`config.mk`:
```
export PLATFORM = sky130hd
export DESIGN_NAME = imem_program_loader
export DESIGN_NICKNAME = d
export VERILOG_FILES = /design/src/rtl/loader_pkg.sv /design/src/rtl/byte_word_assembler.sv /design/src/rtl/imem_program_loader.sv
export SDC_FILE = /design/constraint.sdc
export NUM_CORES = 1
export LEC_CHECK = 0
export BUFFER_PORTS_ARGS = -buffer_cell sky130_fd_sc_hd__buf_2
export CAP_MARGIN = 10
export CORE_ASPECT_RATIO = 0.75
export CORE_MARGIN = 2
export CORE_UTILIZATION = 40
export CTS_CLUSTER_DIAMETER = 30
export DETAILED_ROUTE_END_ITERATION = 10
export GPL_TIMING_DRIVEN = 0
export PLACE_DENSITY = 0.65
export SLEW_MARGIN = 10
export SYNTH_ARGS = -nofsm -noshare
export SYNTH_HDL_FRONTEND = slang
export SYNTH_SLANG_ARGS = --single-unit
```
`constraint.sdc`:
```
create_clock -name clk -period 3 [get_ports clk]
set_input_delay 0.3 -clock clk [delete_from_list [all_inputs] [get_ports clk]]
set_output_delay 0.3 -clock clk [all_outputs]
set_load 0.005 [all_outputs]
```
`src/rtl/loader_pkg.sv`:
```
// Shared types and stream-format constants for the instruction-memory program loader.
package loader_pkg;
  typedef enum logic [2:0] {IDLE, LEN_HI, LEN_LO, DATA, FINISH} state_e;

  localparam int LEN_BYTES  = 2;
  localparam int WORD_BYTES = 4;
  localparam int LEN_W      = LEN_BYTES * 8;
  localparam int BCNT_W     = $clog2(WORD_BYTES);
endpackage

```
`src/rtl/byte_word_assembler.sv`:
```
// Collects stream bytes MSB-first into 32-bit words; word_valid_o fires on the 4th byte.
module byte_word_assembler
  import loader_pkg::*;
(
  input  logic        clk,
  input  logic        reset,
  input  logic        clear_i,
  input  logic        byte_valid_i,
  input  logic [7:0]  byte_i,
  output logic        word_valid_o,
  output logic [31:0] word_o
);
  // Only the first three bytes need storage; the fourth is taken straight from the input.
  logic [23:0]       shift_q;
  logic [BCNT_W-1:0] cnt_q;

  always_ff @(posedge clk) begin
    if (reset || clear_i) begin
      shift_q <= '0;
      cnt_q   <= '0;
    end else if (byte_valid_i) begin
      shift_q <= {shift_q[15:0], byte_i};
      cnt_q   <= cnt_q + BCNT_W'(1);
    end
  end

  assign word_valid_o = byte_valid_i && (cnt_q == BCNT_W'(WORD_BYTES - 1));
  assign word_o       = {shift_q, byte_i};
endmodule

```
`src/rtl/imem_program_loader.sv`:
```
// Loads a length-prefixed big-endian byte stream into instruction memory while holding the CPU.
module imem_program_loader
  import loader_pkg::*;
#(
  parameter int ADDR_WIDTH = 8
) (
  input  logic                  clk,
  input  logic                  reset,
  input  logic                  start,
  input  logic [7:0]            rx_data,
  input  logic                  rx_valid,
  output logic                  rx_ready,
  output logic                  imem_we,
  output logic [ADDR_WIDTH-1:0] imem_addr,
  output logic [31:0]           imem_wdata,
  output logic                  cpu_hold,
  output logic                  busy,
  output logic                  done,
  output logic                  overflow,
  output logic [15:0]           words_loaded
);
  localparam int DEPTH = 2 ** ADDR_WIDTH;

  state_e            state_q, state_d;
  logic [LEN_W-1:0]  len_q, len_d;
  logic [15:0]       widx_q, widx_d;
  logic              ovf_q, ovf_d;
  logic              we_q, done_q;
  logic [ADDR_WIDTH-1:0] addr_q;
  logic [31:0]       wdata_q;

  logic        xfer, word_valid, in_range;
  logic [31:0] word;

  assign rx_ready = (state_q == LEN_HI) || (state_q == LEN_LO) || (state_q == DATA);
  assign xfer     = rx_valid && rx_ready;
  // Indices past the memory depth are consumed but never written, so the address never wraps.
  assign in_range = ({1'b0, widx_q} < 17'(DEPTH));

  byte_word_assembler u_asm (
    .clk          (clk),
    .reset        (reset),
    .clear_i      (state_q == IDLE),
    .byte_valid_i (xfer && (state_q == DATA)),
    .byte_i       (rx_data),
    .word_valid_o (word_valid),
    .word_o       (word)
  );

  always_comb begin
    state_d = state_q;
    len_d   = len_q;
    widx_d  = widx_q;
    ovf_d   = ovf_q;
    case (state_q)
      IDLE: if (start) begin
        state_d = LEN_HI;
        widx_d  = '0;
        ovf_d   = 1'b0;
      end
      LEN_HI: if (xfer) begin
        len_d[LEN_W-1:8] = rx_data;
        state_d          = LEN_LO;
      end
      LEN_LO: if (xfer) begin
        len_d[7:0] = rx_data;
        state_d    = ({len_q[LEN_W-1:8], rx_data} == '0) ? FINISH : DATA;
      end
      DATA: if (word_valid) begin
        widx_d = widx_q + 16'd1;
        if (!in_range) ovf_d = 1'b1;
        if (widx_q + 16'd1 == len_q) state_d = FINISH;
      end
      FINISH:  state_d = IDLE;
      default: state_d = IDLE;
    endcase
  end

  always_ff @(posedge clk) begin
    if (reset) begin
      state_q <= IDLE;
      len_q   <= '0;
      widx_q  <= '0;
      ovf_q   <= 1'b0;
      we_q    <= 1'b0;
      addr_q  <= '0;
      wdata_q <= '0;
      done_q  <= 1'b0;
    end else begin
      state_q <= state_d;
      len_q   <= len_d;
      widx_q  <= widx_d;
      ovf_q   <= ovf_d;
      we_q    <= word_valid && in_range;
      if (word_valid) begin
        addr_q  <= widx_q[ADDR_WIDTH-1:0];
        wdata_q <= word;
      end
      done_q  <= (state_q == FINISH);
    end
  end

  assign imem_we      = we_q;
  assign imem_addr    = addr_q;
  assign imem_wdata   = wdata_q;
  assign cpu_hold     = (state_q != IDLE);
  assign busy         = (state_q != IDLE);
  assign done         = done_q;
  assign overflow     = ovf_q;
  assign words_loaded = widx_q;
endmodule

```
* Word level (Yosys, flattened, before mapping) *
Index checks and enable logic that the tools add are counted.

word-level totals
  output and inout port bits = 62
  logic and storage cells = 56
  register bits after elaboration = 104
  bits of input ports = 12

cells by class
  reductions and logical operators = 16
  multiplexer cells = 14
  eq/ne operators = 12
  $lt $le $gt $ge = 1
  add/subtract/negate cells = 2

operator list
  operator                                                number
  two-way mux 16 bit                                      2
  one-hot mux 16 bit (2 select lines)                     1
  two-way mux 3 bit                                       6
  adder 16 x 1 -> 16 bit (second input constant)          1
  == test 16 bit                                          1
  zero test 16 bit                                        1
  < comparator 16 x 9 -> 1 bit (second input constant)    1
  one-hot mux 3 bit (4 select lines)                      1
  inequality test 2 bit (second input constant)           5
  == test 3 x 2 -> 1 bit (second input constant)          2
  AND reduction 5 bit                                     1
  logical AND 1 bit                                       4
  AND reduction 2 bit                                     2
  AND reduction 4 bit                                     1
  == test 3 x 1 -> 1 bit (second input constant)          1
  == test 3 bit (second input constant)                   1
  zero test 3 bit                                         1
  logical OR 1 bit                                        3
  two-way mux 1 bit                                       3
  AND reduction 3 bit                                     1
  nonzero test 3 bit                                      1
  adder 2 x 1 -> 2 bit (second input constant)            1
  == test 2 bit (second input constant)                   1
  inequality test 2 x 1 -> 1 bit (second input constant)  1
  2 further kinds                                         2

* Logic depth before layout (Yosys ltp) *
Gate-level depths: netlist (run 1).

  depth in word-level cells = 8
  depth in mapped cells = 9
  depth with buffers taken out = 8

* Hierarchy *
A second synthesis (run 1) with hierarchy kept.

unflattened totals
  cells, all modules = 512
  area total of the unflattened synthesis = 4765.8 um^2

by module, submodules not included
  module               sequential area each (um^2)  cells an instance  times used  area each (um^2)
  imem_program_loader  1561.5                       417                1           3726.1
  byte_word_assembler  520.5                        95                 1           1039.7

* Least setup slack after synthesis (run 1) *
Ideal clock, no wire load.

  path type = reg2reg
  start = register widx_q[1], in the netlist words_loaded[1]
  end = register state_q[0]
  cell stages (with the launch flop) = 9
  arrival = 2.320 ns
  data required time = 2.865 ns
  clock period less this slack = 2.455 ns
  slack = 0.545 ns
  path buffers = 0
  setup time = 0.135 ns
  path through = dfxtp_1 ha_1 nand3_4 or3_1 a2111oi_2 nand4b_1 nor4b_4 a2bb2oi_1 a211oi_1

between the ends
  cells in the longest elaborated chain, start to end = 4

RTL lines
  item                                      RTL line                   source
  start: declaration                        imem_program_loader.sv:26  logic [15:0] widx_q, widx_d;
  start signal: assignment                  imem_program_loader.sv:92  widx_q <= widx_d;
  adder 16 x 1 -> 16 bit                    imem_program_loader.sv:72  if (widx_q + 16'd1 == len_q) state_d = FINISH;
  == test 16 bit                            imem_program_loader.sv:72
  inequality test 2 x 1 -> 1 bit (no line)  n/a
  AND reduction 5 bit (no line)             n/a
  end signal: assignment                    imem_program_loader.sv:90  state_q <= state_d;
  end: declaration                          imem_program_loader.sv:24  state_e state_q, state_d;

Every way passes these cells.
A chain may end at the register's enable or synchronous reset.

* Worst setup path after layout (run 1) *
Same ends and word-level chain as after synthesis.

==> results of run 1 <==
placed cells by master (no fill, tap or decap), types with 7 or more instances in the layout:
| cell type | synthesis | layout |
|---|---|---|
| nand4_1 | 7 | 7 |
| inv_1 | 7 | 7 |
| o21ai_0 | 14 | 14 |
| dfxtp_1 | 104 | 104 |
| nor3_1 | 10 | 10 |
| nand2_1 | 168 | 168 |
| clkbuf_16 | 0 | 9 |
| xor2_1 | 11 | 11 |
| xnor2_1 | 11 | 11 |
| buf_2 | 3 | 75 |
| nor2_1 | 32 | 32 |
| nor4_1 | 10 | 10 |
| a21oi_1 | 95 | 95 |
| mux2i_1 | 10 | 10 |
| clkbuf_1 | 35 | 36 |
cell families (layout without fill, tap and decap cells):
| family | count (synthesis) | in the layout |
|---|---|---|
| buf+inv | 50 | 138 |
| flops | 104 | 104 |
| fa+ha+maj | 2 | 2 |
| xor+xnor | 22 | 22 |
| compound gates | 124 | 124 |
| simple gates | 264 | 264 |
| mux | 10 | 10 |
power by group:
| group | internal [mW] | switching, mW |
|---|---|---|
| registers | 1.43 | 0.0397 |
| logic | 0.205 | 0.366 |
| clock network | 0.721 | 0.514 |
per-layer routing:
| metal | part of all wire, % | up-vias |
|---|---|---|
| li1 | - | 2114 |
| met1 | 49 | 2019 |
| met2 | 40 | 156 |
| met3 | 8.6 | 16 |
| met4 | 1.6 | 0 |
| met5 | 0 | - |
flip-flops by register name, summed over array words and instances (netlist names):
signal	flops
imem_addr	8
overflow	1
u_asm.shift_q	24
u_asm.cnt_q	2
words_loaded	16
len_q	16
state_q	3
imem_wdata	32
done	1
imem_we	1
critical path: cells and delay by family (launching register included):
kind                     cells  cell delay, ns
AO/OA/AOI/OAI                3            0.77
adder cells (fa/ha/maj)      1            0.24
flip-flops                   1            0.51
AND/OR/NAND/NOR              4            1.16
per-stage QoR:
| step | utilization (%) | worst slack, ns |
|---|---|---|
| final | 49.0 | 0.170 |
| after global placement | 46.0 | 0.145 |
| after CTS | 48.9 | 0.0751 |
| after global routing | 49.0 | 0.0653 |
| after floorplan | - | 0.545 |
| after detailed placement | 46.0 | 0.0821 |
final cells by class:
class	count	area (sq um)	share of cell area, %
inverters	7	26.3	0.490
clock buffers	13	270	5.04
clock inverters	3	47.5	0.887
well taps	140	175	3.27
multi-input cells	422	2220	41.5
plain buffers	43	176	3.29
repair buffers	72	360	6.72
flip-flops and latches	104	2080	38.8
worst max-delay path by stage:
stage / startpoint / end / slack, ns
after floorplan: words_loaded[1] / state_q[0] / 0.55
after global placement: words_loaded[1] / state_q[0] / 0.14
after detailed placement: words_loaded[1] / state_q[0] / 0.08
after CTS: words_loaded[1] / state_q[0] / 0.08
after global routing: words_loaded[1] / state_q[0] / 0.07
final: words_loaded[1] / state_q[0] / 0.17
what timing repair did:
item | 4_1_cts | 5_1_grt
gates resized for setup | 0 | 2
setup buffers | 0 | 0
setup endpoints to repair | 0 | 2
==> flow_summary_export.csv, run 1 <==
group,metric,value,unit
outcome,status,"finished, final reports clean",
timing,tns,0,ns
cts,cts-buffers-inserted,9,
worst_setup_path,slowest_stage,"dfxtp_1",
timing,period_share,94.3,%
placed_design,dp_hpwl,9110,um
worst_setup_path,path_class,"flop to flop",
timing,max-slew-margin-rel,34.3,%
finish,n_antenna_cell,0,
detailed_routing,drt_iter0_drc,287,
die,rows,33,
yosys,avgSynthCellArea,7.80,sq um
cts,cts_buffer_depth,2,
yosys,yosys.cell_count.top_type,"nand2_1",
yosys,post_synth_instance_area,4490,sq um
timing,setup_violations,0,
timing,clock.fmax,0.353,GHz
global_routing,grtUsageMet3,5.34,%
global_routing,grt.busiest_layer,"met1",
yosys,synth_area_leaders,"dfxtp_1 46%, nand2_1 14%, a21oi_1 11%",
yosys,synth_fa_ha_area_share,0.557,%
worst_hold_path,min_to,"len_q[12]",
yosys,synth_top_family_by_area,"simple AND/OR/NAND/NOR gates",
yosys,post_synth_xor_area_fraction,4.29,%
cts,cts_tree,"built",
timing,min_period,2.83,ns
worst_setup_path,endpoint_kind,"flop",
worst_setup_path,reg2reg_from,"words_loaded[1]",
worst_setup_path,cp_max_fo,7,
global_routing,grt_max_degree,17,
worst_setup_path,worstPathCellList,"ha_4 -> nand3_4 -> or3_1 -> a2111oi_2 -> nand4b_1 -> nor4b_4 -> a2bb2oi_1 -> a211oi_1",
die,start_util,41.1,%
yosys,synth_top_area_share,46.3,%
yosys,syn-num-nets,590,
worst_setup_path,cp.required,3.21,ns
worst_hold_path,worstHoldStart,"rx_data[4]",
cts,cts_sinks,104,
placed_design,place_area,5030,sq um
finish,drive_above_1_share,15.8,%
yosys,synth_common_cells,"168 x nand2_1, 104 x dfxtp_1, 95 x a21oi_1",
placed_design,dp.cells,788,
yosys,synthSimpleGateAreaFrac,26.9,%
worst_setup_path,max_stage_delay,0.51,ns
global_routing,grt_pass1_vias,3790,
finish,nNetsFinal,673,
cts,clk_latency,0.35,ns
job,cap_violations,0,
global_routing,grt.overflow.total,0,
global_routing,grt_pass1_wl,19600,um
timing,tightestPinTransition,0.978,ns
global_routing,antenna_found_initial,0,
yosys,synth_cells,576,
cts,htreeDepth,3,
die,die_h,95.8,um
worst_setup_path,rrSetupSlack,0.17,ns
yosys,yosys.area.top_type,"dfxtp_1",
die,core_area,10900,sq um
worst_setup_path,start_kind,"flop",
timing,rsz0062_at_grt,"no",
yosys,synth-edff-count,0,
worst_setup_path,arrival,3.04,ns
worst_setup_path,r2r_cells,8,
yosys,synth.ff_latch_count,104,
cts,clk_pin_slew,0.07,ns
die,die_w,126,um
finish,fin_area,5360,sq um
cts,hold_buffers,0,
finish,final_cell_count_no_fill,804,
power,finalPower,3.27,mW
worst_hold_path,hold_depth,3,
power,power.leakage,2.03,nW
detailed_routing,dr.pass1.iters,5,
timing,clock-skew-final,0.00621,ns
yosys,synthMuxAreaShare,2.23,%
placed_design,io_buffer_count,72,
detailed_routing,wirelength,12300,um
yosys,async_flop_share,0,%
detailed_routing,drc,0,
finish,syn_to_final_growth,19.3,%
yosys,synth_compound_area_share,15.2,%
timing,hold_viol,0,
yosys,synthFlopType,"dfxtp_1",
power,ir_drop,0.000405,V
detailed_routing,num_vias,4305,
worst_hold_path,hold_path.class,"primary input to flop",
finish,nFillCells,1091,
detailed_routing,vias_per_cell,5.35,
yosys,ys_seq_area_share,46.3,%
timing,whs,0.257,ns
timing,slew_viol_final,0,
global_routing,grtUsageMet1,30.3,%
detailed_routing,wl_per_cell,15.3,um
yosys,yosys_warnings,0,
die,ios,74,
placed_design,gp_congestion,0.867,
power,power.density,610,nW/um^2
global_routing,gr-usage-all-layers,20.6,%
worst_setup_path,reg2reg_to,"state_q[0]",
die,die_area,12100,sq um
yosys,ys_types,51,
detailed_routing,ant_nets,0,
cts,root_buffer,"clkbuf_16",
global_routing,grt_use_met2,29.1,%
No activity file was read; power rests on OpenSTA's default activity.
==> run 2: changes to the inputs <==
PLACE_DENSITY = 0.67   (was 0.65)
clock period = 2.3 ns   (was 3 ns; I/O delays follow)
==> run 2 against run 1 <==
  * The flow now finishes with violations (setup timing)
  * Non-clock buffer count rose by 4
  * Clock power rose by 17%
  * Count of clock-buffer cells in the layout fell by 2
  * Critical path depth rose by 1
  * Sequential cell count did not move
  * Critical endpoint unchanged
  * Largest power group unchanged
==> flow_summary_export.csv, run 2 (synthesis results as in run 1) <==
group,metric,value,unit
finish,drive_above_1_share,20.4,%
power,switchingPower,1.21,mW
detailed_routing,ant_nets,0,
worst_setup_path,worstPathCellList,"ha_4 -> nand3_4 -> nor3_1 -> mux2i_1 -> a221o_1 -> nor4b_4 -> buf_4 -> a2bb2oi_2 -> a211oi_1",
cts,cts_buffer_depth,2,
die,core_area,10900,sq um
timing,setup_ws,-0.207,ns
worst_setup_path,endpoint_kind,"flop",
global_routing,grt_pass1_vias,4001,
detailed_routing,drt_iter0_drc,307,
finish,largest_reg_flops,32,
global_routing,grt_pass1_wl,20300,um
placed_design,post-place-ws,-0.346,ns
cts,clk_pin_slew,0.07,ns
detailed_routing,drc,0,
placed_design,io_buffer_count,72,
worst_setup_path,start_kind,"flop",
detailed_routing,wirelength,12700,um
cts,root_buffer,"clkbuf_16",
die,rows,33,
finish,nNetsFinal,677,
detailed_routing,dr.pass1.iters,6,
finish,syn_to_final_growth,22.0,%
timing,slew_viol_final,0,
die,die_area,12100,sq um
placed_design,dp_hpwl,9150,um
cts,cts-buffers-inserted,9,
placed_design,dp.cells,788,
timing,hold_viol,0,
power,power.density,753,nW/um^2
global_routing,grt.overflow.total,0,
cts,hold_buffers,0,
cts,clk_latency,0.35,ns
finish,final_cell_count_no_fill,807,
power,finalPower,4.13,mW
global_routing,gr-usage-all-layers,21.3,%
power,p_seq_share,46.6,%
worst_setup_path,path_class,"flop to flop",
worst_setup_path,arrival,2.71,ns
finish,n_antenna_cell,0,
global_routing,antenna_found_initial,0,
die,ios,74,
worst_setup_path,cp.required,2.51,ns
placed_design,gp_congestion,0.912,
worst_setup_path,cp_max_fo,7,
timing,tns,-0.280,ns
timing,tightestPinTransition,0.707,ns
power,ir_drop,0.000477,V
detailed_routing,num_vias,4309,
job,cap_violations,0,
power,pwr-share-clk,35.0,%
finish,final_cell_mix,"168 x nand2_1, 101 x dfxtp_1, 94 x a21oi_1, 75 x buf_2, 32 x nor2_1",
timing,setup_violations,3,
finish,layout.cells.most_common,"nand2_1",
cts,cts_tree,"built",
global_routing,grt_max_degree,17,
cts,htreeDepth,3,
power,p_comb_share,18.4,%
worst_setup_path,slowest_stage,"nor3_1",
timing,period_share,109,%
cts,cts_sinks,104,
outcome,status,"finished, violations left",
timing,clock-skew-final,0.00804,ns
power,power.leakage,2.12,nW
die,start_util,41.1,%
timing,clock.fmax,0.399,GHz
outcome,violations,"setup timing",
timing,rsz0062_at_grt,"yes",
power,p_int,2.92,mW
detailed_routing,wl_per_cell,15.7,um
timing,max-slew-margin-rel,52.9,%
detailed_routing,vias_per_cell,5.34,
die,die_h,95.8,um
worst_setup_path,rrSetupSlack,-0.21,ns
worst_setup_path,max_stage_delay,0.46,ns
timing,min_period,2.51,ns
power,power.share.switching,29.2,%
worst_hold_path,hold_path.class,"primary input to flop",
die,die_w,126,um
run 2: cell types whose count changed in the layout (fill, tap and decap cells not counted), sizes merged:
cell    previous run  this run
buf               80        89
clkinv             1         3
bufinv             1         0
clkbuf            48        41
run 2: cell type report:
type | instances | area (sq um)
fill | 1086 | 5460
multi-input combinational | 422 | 2300
sequential | 104 | 2090
timing repair buffer | 82 | 435
clock buffer | 11 | 253
tap | 140 | 175
buffer | 37 | 171
clock inverter | 4 | 27.5
inverter | 7 | 26.3
run 2: worst paths after layout:
kind,cells after the start,endpoint,start
hold / removal,3,u_asm.shift_q[5],rx_data[5]
hold reg to reg,2,imem_wdata[28],imem_wdata[28]
setup / recovery,9,state_q[0],words_loaded[1]
setup reg to reg,9,state_q[0],words_loaded[1]
run 2: critical path: cells and delay by family (launching register included):
family,cells,cell delay (ns)
AOI/OAI and AO/OA,3,0.54
and+or+nand+nor,3,0.93
buffers and inverters,1,0.19
muxes,1,0.15
adders and majority gates,1,0.19
DFF,1,0.36
run 2: timing repair:
action,CTS,global route
setup endpoints to repair,49,59
gates cloned,0,0
setup buffers,7,3
pin swaps,9,0
gates resized for setup,18,13
run 2: power groups by stage:
| stage | clock, mW | combinational (mW) | sequential, mW |
|---|---|---|---|
| 4_1_cts | 1.48 | 0.748 | 1.91 |
| 3_5_place_dp | 0 | 0.732 | 1.95 |
| 6_report | 1.44 | 0.759 | 1.93 |
| 5_1_grt | 1.55 | 0.838 | 1.93 |
| 2_1_floorplan | 0 | 0.532 | 1.94 |
| 3_3_place_gp | 0 | 0.709 | 1.95 |
run 2: metal layers:
layer / track usage (%) / wire length [um] / vias up
met5: 0 / 0 / -
met3: 5.61 / 1060 / 10
met4: 4.85 / 103 / 0
li1: - / - / 2118
met2: 31.1 / 5340 / 164
met1: 31.3 / 6190 / 2017
run 2: metrics by stage:
| step | utilization (%) | area [sq um] | hold WS [ns] |
|---|---|---|---|
| after detailed placement | 46.1 | 5040 | 0.447 |
| after CTS | 49.7 | 5440 | 0.176 |
| after global placement | 46.1 | 5040 | 0.442 |
| final | 50.1 | 5480 | 0.193 |
| after floorplan | - | 4510 | 0.366 |
| after global routing | 50.1 | 5480 | 0.189 |
==> run 3: changes to the inputs <==
REMOVE_ABC_BUFFERS = 1   (was default)
==> run 3 against run 2 <==
  * The flow still finishes with violations (setup timing)
  * Count of clock-buffer cells in the layout down 2
  * Non-clock buffer count down 39
  * Sequential power about the same
  * Die area unchanged
  * Worst hold slack worse by 0.022 ns
  * Clock power about the same
  * Critical endpoint unchanged
  * Largest power group unchanged
  * Highest routed layer unchanged
==> flow_summary_export.csv, run 3 (synthesis results as in run 1) <==
group,metric,value,unit
global_routing,grtUsageMet3,5.23,%
worst_hold_path,worstHoldStart,"rx_data[3]",
worst_setup_path,path_class,"flop to flop",
finish,final_cell_mix,"166 x nand2_1, 94 x a21oi_1, 94 x dfxtp_1, 72 x buf_2, 32 x nor2_1",
finish,largest_reg_flops,32,
global_routing,grt_pass1_vias,3691,
cts,cts_sinks,104,
timing,max-slew-margin-rel,43.6,%
global_routing,grt_max_degree,82,
placed_design,dp.cells,748,
finish,final_cell_count_no_fill,770,
power,power.density,751,nW/um^2
timing,slew_viol_final,0,
global_routing,gr-usage-all-layers,19.0,%
cts,clk_latency,0.35,ns
detailed_routing,num_vias,4107,
global_routing,grt_use_met2,29.8,%
detailed_routing,wirelength,11200,um
detailed_routing,wl_per_cell,14.6,um
cts,cts_buffer_depth,2,
finish,nNetsFinal,639,
placed_design,place_area,4910,sq um
cts,hold_buffers,0,
cts,clk_pin_slew,0.07,ns
cts,root_buffer,"clkbuf_16",
finish,syn_to_final_growth,18.9,%
worst_setup_path,endpoint_kind,"flop",
timing,tightestPinTransition,0.846,ns
cts,cts_tree,"built",
cts,cts-buffers-inserted,9,
worst_setup_path,r2r_cells,7,
placed_design,io_buffer_count,73,
die,die_area,12100,sq um
finish,fin_area,5340,sq um
timing,tns,-0.163,ns
timing,setup_violations,3,
global_routing,antenna_found_initial,0,
placed_design,post-place-ws,-1.05,ns
die,start_util,41.1,%
timing,clock-skew-final,0.00663,ns
power,power.leakage,2.05,nW
worst_hold_path,min_to,"imem_wdata[3]",
finish,nFillCells,1083,
finish,n_antenna_cell,0,
global_routing,grt_pass1_wl,18500,um
detailed_routing,dr.pass1.iters,4,
timing,setup_ws,-0.0848,ns
die,core_area,10900,sq um
die,die_h,95.8,um
worst_hold_path,hold_path.class,"primary input to flop",
worst_setup_path,start_kind,"flop",
timing,period_share,104,%
cts,htreeDepth,3,
worst_setup_path,reg2reg_to,"state_q[0]",
job,cap_violations,0,
worst_setup_path,reg2reg_from,"words_loaded[1]",
detailed_routing,vias_per_cell,5.33,
global_routing,grtUsageMet1,26.2,%
die,rows,33,
timing,min_period,2.38,ns
worst_setup_path,rrSetupSlack,-0.08,ns
worst_setup_path,cp.required,2.50,ns
worst_hold_path,hold_depth,3,
global_routing,grt.overflow.total,0,
detailed_routing,ant_nets,0,
outcome,violations,"setup timing",
die,ios,74,
die,die_w,126,um
placed_design,gp_congestion,0.910,
worst_setup_path,arrival,2.58,ns
detailed_routing,drt_iter0_drc,448,
timing,hold_viol,0,
placed_design,dp_hpwl,7370,um
timing,clock.fmax,0.419,GHz
global_routing,grt.busiest_layer,"met2",
timing,whs,0.171,ns
power,ir_drop,0.000480,V
worst_setup_path,cp_max_fo,7,
detailed_routing,drc,0,
timing,rsz0062_at_grt,"yes",
finish,layout.cells.most_common,"nand2_1",
finish,drive_above_1_share,20.5,%
outcome,status,"finished, violations left",
## run 3: power breakdown
part	internal (mW)	switching (mW)
Sequential	1.86	0.0846
Combinational	0.240	0.425
Clock	0.733	0.675
Total	2.83	1.18
## run 3: worst max path at each step
stage	end	startpoint	cells past startpoint
global placement	words_loaded[12]	state_q[1]	7
global route	state_q[0]	words_loaded[1]	8
floorplan	words_loaded[6]	state_q[1]	5
finish	state_q[0]	words_loaded[1]	7
detailed placement	words_loaded[12]	state_q[1]	8
CTS	state_q[0]	words_loaded[1]	8
## run 3: metrics by stage
stage / utilization [%] / power, mW
floorplan: - / 2.40
global placement: 44.4 / 2.60
detailed placement: 44.9 / 2.61
CTS: 48.6 / 4.04
global route: 48.8 / 4.22
finish: 48.8 / 4.01
## run 3: what timing repair did
item                       4_1_cts  5_1_grt
buffers inserted                 5        0
pin swaps                        8        1
gates resized for setup         27        5
setup endpoints to repair       60       23
gates cloned                     1        0
## run 3: layout make-up
class,count,area (sq um),area share [%]
flip-flops and latches,104,2110,39.4
repair buffers,80,453,8.48
clock buffers,9,225,4.21
well taps,140,175,3.28
multi-input cells,423,2310,43.2
clock inverters,7,47.5,0.890
inverters,7,26.3,0.492
## run 3: metal layers
layer  vias up  part of all wire, %
met2       124                   44
met1      1933                   48
met5         -                    0
li1       2039                    -
met4         0                 0.80
met3        11                  6.5
## run 3: critical path, stage by stage (launching register included)
cell	delay, ns
dfxtp_4	0.37
ha_4	0.15
nand3_4	0.11
or4_4	0.58
a221o_1	0.39
nor4b_4	0.37
a2bb2oi_1	0.20
a211oi_1	0.06
